==> src/rtl/video_pkg.sv <==
// Shared video pipeline definitions: frame geometry defaults, pixel FIFO word
// layout and the framebuffer reader state encoding.
package video_pkg;

   localparam int HDISP_DEF = 800;
   localparam int VDISP_DEF = 480;
   localparam int PIX_W     = 32;

   typedef struct packed {
      logic             sof;
      logic [PIX_W-1:0] pix;
   } fifo_word_t;

   typedef enum logic [1:0] {IDLE, REQ, NEXT, WAIT} rd_state_t;

endpackage

==> src/rtl/pixel_addr_gen.sv <==
// Raster pixel index counter for the framebuffer reader: wraps at the end of
// the frame and derives the byte address and start-of-frame flag.
module pixel_addr_gen #(
   parameter int          NPIX      = 800 * 480,
   parameter logic [31:0] BASE_ADDR = 32'h0000_0000
) (
   input  logic        sys_clk,
   input  logic        sys_rst_n,
   input  logic        advance,
   output logic [31:0] adr,
   output logic        sof,
   output logic        last
);

   localparam int IDX_W = (NPIX > 1) ? $clog2(NPIX) : 1;

   logic [IDX_W-1:0] idx_reg;
   logic [IDX_W-1:0] idx_next;
   logic [31:0]      offset;

   assign last   = (idx_reg == IDX_W'(NPIX - 1));
   assign sof    = (idx_reg == '0);
   assign offset = 32'(idx_reg) << 2;
   assign adr    = BASE_ADDR + offset;

   always_comb begin
      idx_next = idx_reg;
      if (advance) begin
         idx_next = last ? '0 : idx_reg + IDX_W'(1);
      end
   end

   always_ff @(posedge sys_clk) begin
      if (!sys_rst_n) begin
         idx_reg <= '0;
      end else begin
         idx_reg <= idx_next;
      end
   end

endmodule

==> src/rtl/frame_reader.sv <==
// Wishbone read master streaming the framebuffer from SDRAM into the pixel
// FIFO in raster order, one single-word read per pixel, looping over frames.
module frame_reader
   import video_pkg::*;
#(
   parameter int          HDISP     = HDISP_DEF,
   parameter int          VDISP     = VDISP_DEF,
   parameter logic [31:0] BASE_ADDR = 32'h0000_0000
) (
   input  logic             sys_clk,
   input  logic             sys_rst_n,
   input  logic             enable,
   output logic             wb_cyc,
   output logic             wb_stb,
   output logic             wb_we,
   output logic [31:0]      wb_adr,
   output logic [3:0]       wb_sel,
   input  logic             wb_ack,
   input  logic             wb_err,
   input  logic             wb_rty,
   input  logic [PIX_W-1:0] wb_dat_i,
   input  logic             fifo_afull,
   output logic             fifo_write,
   output logic [PIX_W:0]   fifo_wdata,
   output logic [7:0]       err_count
);

   rd_state_t  state_reg, state_next;
   fifo_word_t wdata_reg;
   logic       write_reg;
   logic [7:0] err_cnt_reg;
   logic       frame_done_reg;
   logic       in_req, ack_take, err_take, terminated;
   logic       pix_sof, pix_last;

   // ack outranks err, err outranks rty
   assign in_req     = (state_reg == REQ);
   assign ack_take   = in_req && wb_ack;
   assign err_take   = in_req && !wb_ack && wb_err;
   assign terminated = in_req && (wb_ack || wb_err || wb_rty);

   pixel_addr_gen #(
      .NPIX      (HDISP * VDISP),
      .BASE_ADDR (BASE_ADDR)
   ) u_addr_gen (
      .sys_clk   (sys_clk),
      .sys_rst_n (sys_rst_n),
      .advance   (ack_take),
      .adr       (wb_adr),
      .sof       (pix_sof),
      .last      (pix_last)
   );

   always_ff @(posedge sys_clk) begin
      if (!sys_rst_n) begin
         state_reg      <= IDLE;
         write_reg      <= 1'b0;
         wdata_reg      <= '0;
         err_cnt_reg    <= '0;
         frame_done_reg <= 1'b0;
      end else begin
         state_reg <= state_next;
         write_reg <= ack_take;
         if (ack_take) begin
            wdata_reg <= '{sof: pix_sof, pix: wb_dat_i};
         end
         if (err_take && (err_cnt_reg != 8'hFF)) begin
            err_cnt_reg <= err_cnt_reg + 8'd1;
         end
         // Only meaningful in NEXT: did the last termination close a frame?
         if (terminated) begin
            frame_done_reg <= ack_take && pix_last;
         end
      end
   end

   always_comb begin
      state_next = state_reg;
      case (state_reg)
         IDLE: if (enable && !fifo_afull) state_next = REQ;
         REQ:  if (terminated) state_next = NEXT;
         NEXT: begin
            if (frame_done_reg && !enable) state_next = IDLE;
            else if (fifo_afull)           state_next = WAIT;
            else                           state_next = REQ;
         end
         WAIT: if (!fifo_afull) state_next = REQ;
         default: state_next = IDLE;
      endcase
   end

   assign wb_cyc     = in_req;
   assign wb_stb     = in_req;
   assign wb_we      = 1'b0;
   assign wb_sel     = 4'hF;
   assign fifo_write = write_reg;
   assign fifo_wdata = wdata_reg;
   assign err_count  = err_cnt_reg;

endmodule
==> config.mk <==
export PLATFORM = sky130hd
export DESIGN_NAME = frame_reader
export DESIGN_NICKNAME = d
export VERILOG_FILES = /design/src/rtl/video_pkg.sv /design/src/rtl/pixel_addr_gen.sv /design/src/rtl/frame_reader.sv
export SDC_FILE = /design/constraint.sdc
export NUM_CORES = 1
export LEC_CHECK = 0
export ABC_AREA = 1
export CAP_MARGIN = 10
export CORE_ASPECT_RATIO = 0.75
export CORE_MARGIN = 4
export CORE_UTILIZATION = 48
export CTS_BUF_LIST = sky130_fd_sc_hd__clkbuf_8 sky130_fd_sc_hd__clkbuf_16
export DETAILED_ROUTE_END_ITERATION = 12
export PLACE_DENSITY_LB_ADDON = 0.25
export SETUP_SLACK_MARGIN = 0.5
export SLEW_MARGIN = 15
export SYNTH_ARGS = -nofsm -noshare
export SYNTH_HDL_FRONTEND = slang
export SYNTH_SLANG_ARGS = --single-unit
==> constraint.sdc <==
create_clock -name sys_clk -period 2.59 [get_ports sys_clk]
set_clock_uncertainty 0.05 [all_clocks]
set_input_delay 0.518 -clock sys_clk [delete_from_list [all_inputs] [get_ports sys_clk]]
set_output_delay 0.518 -clock sys_clk [all_outputs]
set_load 0.05 [all_outputs]
==> metrics list <==
* Status: finished clean
- Final hold violations: 0
- Leakage power total: 2.372 nW
- Number of cell rows: 25
- Largest delay share family, worst path: buffers and inverters
- In this run the remaining antenna-violating nets after routing total 0.
- After detailed routing, the total wire length is 8323 um.
- Timing would allow up to about 490 MHz.
* Kind of end point of the critical path: output port
* Average wire length per cell after detail routing: 13.00 um
* Final critical delay including setup and external delays: slightly above 2 ns
* Chip height: 78.68 um
* Die X: 102.2 um
- The clock network accounts for 38.6% of the total power.
- Setup total negative slack on the finished layout was measured at 0 ns.
- Of the available clock period, the critical path in the final layout requires 79.01%.
* RSZ-0062 raised after global routing: yes
- Traced cell by cell, the critical path runs through clkdlybuf4s50_1.
- 120 I/O pins were placed.
- Once detailed placement completed, the half-perimeter wirelength came to 6275 um.
* Initial drt markers: about 130
- Dividing the synthesized area by the synthesized cell count gives approximately 7.0 um2.
* Internal power: 1.915 mW
- The cell count after synthesis came out at 454.
- For this run, the post-layout net count is 600.
- Post-route total power: between 2 and 3 mW
- DR vias: between 3000 and 4000
- Number of setup buffers added after CTS: 0
- The floorplan step defined a die boundary enclosing 8043 um2.
- First-pass GRT wire length: 13440 um
* Number of global-route vias before repair: 2953
* Setup-failing EPs final: 0
* Areal power density over the cells: 625.7 nW/um2
* Critical Path Fanout Max: 2
* Net Sw Frac: 31.40%
- Measured against its own limit, the worst slew margin works out to 63.89%.
- In this design, the stage delay of the slowest critical-path cell is 0.81 ns.
- Area growth from synthesis to layout: 39.53%
- Fraction of layout cells with a size suffix above 1: 8.766%
- STA classifies the critical path startpoint as a register.
* Worst setup path class: reg2out
- Total clock sinks: 64
- 0 antenna diodes ended up in the layout.
* Worst EP required: around 2.0 ns
- Starting Density: 50.10%
* Skew-Pair Late Insertion Delay: 0.34 ns
- CTS Root Buffer Type: sky130_fd_sc_hd__clkbuf_8
* Number of filler instances in the final layout: 554
- By area the synthesized netlist is led by sky130_fd_sc_hd__dfxtp_1 (40%), sky130_fd_sc_hd__nor2_1 (13%), sky130_fd_sc_hd__nand2_1 (9.4%).
- At the end of routability-driven placement, the weighted congestion stood at ~0.87.
- The first detailed-routing pass ran for 4 iterations.
* Commonest non-fill, non-tap cell in the layout: sky130_fd_sc_hd__nor2_1
- Power share of the sequential group: 38.6%
- The number of antenna violations at the first check in global routing came to 0.
- The share of the Yosys chip area taken by registers is 40.08%.
- The synthesized netlist occupies a cell area of 3197 um2.
- Synth top area share: 40.08%
* Cell with the largest stage delay on the worst path: sky130_fd_sc_hd__clkdlybuf4s50_1
- CTS tree: yes
- Area inside the core boundary: 6381 um2
- Combinational cell fraction of total power: a little under a quarter
* Residual DRC: 0
- For the worst setup path, the data arrival time is roughly 1.5 ns.
* Switching Power: 0.8765 mW
- Distinct cell type count after synthesis: 32
* Worst R2R Setup Slack: 0.67 ns
- Gr ovfl total: 0
- Total of flip-flops plus latches after synthesis: between 60 and 70
* Number of buffers inserted during clock tree synthesis: 9
- In this run the tool buffered the top-level ports with ~100 buffer cells.
- IR analysis of the VDD net gives a maximum drop of 0.3920 mV.
- For the pin with the worst max-slew slack, the measured transition is 0.5408 ns.
* Commonest non-fill, non-tap cells in the layout: sky130_fd_sc_hd__nor2_1 (108), sky130_fd_sc_hd__nand2_1 (80), sky130_fd_sc_hd__dfxtp_1 (64)
- The final-report max-slew violation count was 0.
- Clock H-tree levels: 3
- Mean number of vias per cell: 4.816
* Tot GR Track Use: 21.07%
- Synth warnings: 0
* Buf+Inv Stages, Crit Path: 1
* Maximum clock path buffer count: 2
* Maximum number of pins on one net before global-route repair: 24
- Clock slew at reported path FFs: approximately 0.070 ns
- Max reg flops: 33
- The largest total area in the synthesized netlist belongs to sky130_fd_sc_hd__dfxtp_1.
* Worst hold-check path type: reg2reg
- Number of max-cap violations: 0
cells by family after synthesis:
logic type	share of synthesized area, %
other	0.2349
xor gates and xnor gates	1.918
AOI/OAI and AO/OA	8.924
buffers and inverters	11.90
DFF	40.08
adders and majority gates	2.740
and+or+nand+nor	34.21
metal layers:
metal  wire (um)  share of wire (%)  up-vias  GRT usage, %
met5           0                  0        -             0
met4         110                1.3        0         6.946
met3         633                7.6       12         7.815
met2        3982                 48       95         33.66
met1        3596                 43     1391         26.18
li1            -                  -     1584             -
final timing paths:
check | startpoint | endpoint | cells past startpoint
worst min register to register | fifo_wdata[20] | fifo_wdata[20] | 2
worst max register to register | state_reg[1] | fifo_wdata[32] | 7
worst max-delay path | fifo_wdata[15] | fifo_wdata[15] | 1
worst min-delay path | fifo_wdata[20] | fifo_wdata[20] | 2
synthesized netlist by cell type:
cell type                  number
sky130_fd_sc_hd__nand4_1        7
sky130_fd_sc_hd__xor2_1         6
sky130_fd_sc_hd__nand2_2        2
sky130_fd_sc_hd__o21ai_1        1
sky130_fd_sc_hd__a21oi_2        2
sky130_fd_sc_hd__nor2_2        10
sky130_fd_sc_hd__inv_1         41
sky130_fd_sc_hd__a211oi_1       1
sky130_fd_sc_hd__buf_6          2
sky130_fd_sc_hd__nand3_1       24
sky130_fd_sc_hd__o21bai_1       1
sky130_fd_sc_hd__nand2_4        3
sky130_fd_sc_hd__nor3_1         3
sky130_fd_sc_hd__nor2_8         1
sky130_fd_sc_hd__nor2_4         3
sky130_fd_sc_hd__inv_4          1
sky130_fd_sc_hd__a21boi_0       1
sky130_fd_sc_hd__o21ai_0       38
sky130_fd_sc_hd__xnor2_1        1
sky130_fd_sc_hd__buf_4         19
sky130_fd_sc_hd__inv_2          1
sky130_fd_sc_hd__nor3_2         1
sky130_fd_sc_hd__ha_1           7
sky130_fd_sc_hd__nand2_1       80
sky130_fd_sc_hd__nor2_1       108
sky130_fd_sc_hd__buf_2          5
sky130_fd_sc_hd__dfxtp_1       64
sky130_fd_sc_hd__a21oi_1       10
sky130_fd_sc_hd__nand2_8        1
sky130_fd_sc_hd__conb_1         2
sky130_fd_sc_hd__clkbuf_1       7
sky130_fd_sc_hd__nor3_4         1
layout make-up:
| cell class | count | area, um2 | area share (%) |
|---|---|---|---|
| Multi-Input combinational cell | 330 | 1595 | 35.76 |
| Tap cell | 81 | 101.3 | 2.272 |
| Sequential cell | 64 | 1281 | 28.72 |
| Clock inverter | 6 | 115.1 | 2.581 |
| Inverter | 43 | 166.4 | 3.731 |
| Clock buffer | 10 | 137.6 | 3.086 |
| Timing Repair Buffer | 106 | 1064 | 23.84 |
what timing repair did:
| action | 4_1_cts | 5_1_grt |
|---|---|---|
| setup endpoints to repair | 32 | 33 |
| hold buffers | 0 | 0 |
| resized for setup | 32 | 32 |
metrics by stage:
stage / instances / cell area (um2) / utilization, % / hold WS [ns] / worst slack (ns)
after floorplan: 470 / 3257 / - / 0.4231 / 0.6562
after CTS: 640 / 4403 / 69.00 / 0.4393 / 0.3297
after detailed placement: 624 / 4190 / 65.67 / 0.4258 / 0.3121
after global routing: 640 / 4461 / 69.90 / 0.4543 / 0.4772
final: 640 / 4461 / 69.90 / 0.4286 / 0.5438
after global placement: 624 / 4190 / 65.67 / 0.4120 / 0.3729
power by group through the flow:
stage / clock, mW / sequential (mW) / combinational, mW
global route: 1.14 / 1.08 / 0.683
detailed placement: 0 / 1.10 / 0.650
floorplan: 0 / 1.29 / 0.273
finish: 1.08 / 1.08 / 0.637
global placement: 0 / 1.10 / 0.644
CTS: 1.10 / 1.08 / 0.643
Note: power is estimated with default switching activity, not from simulation.
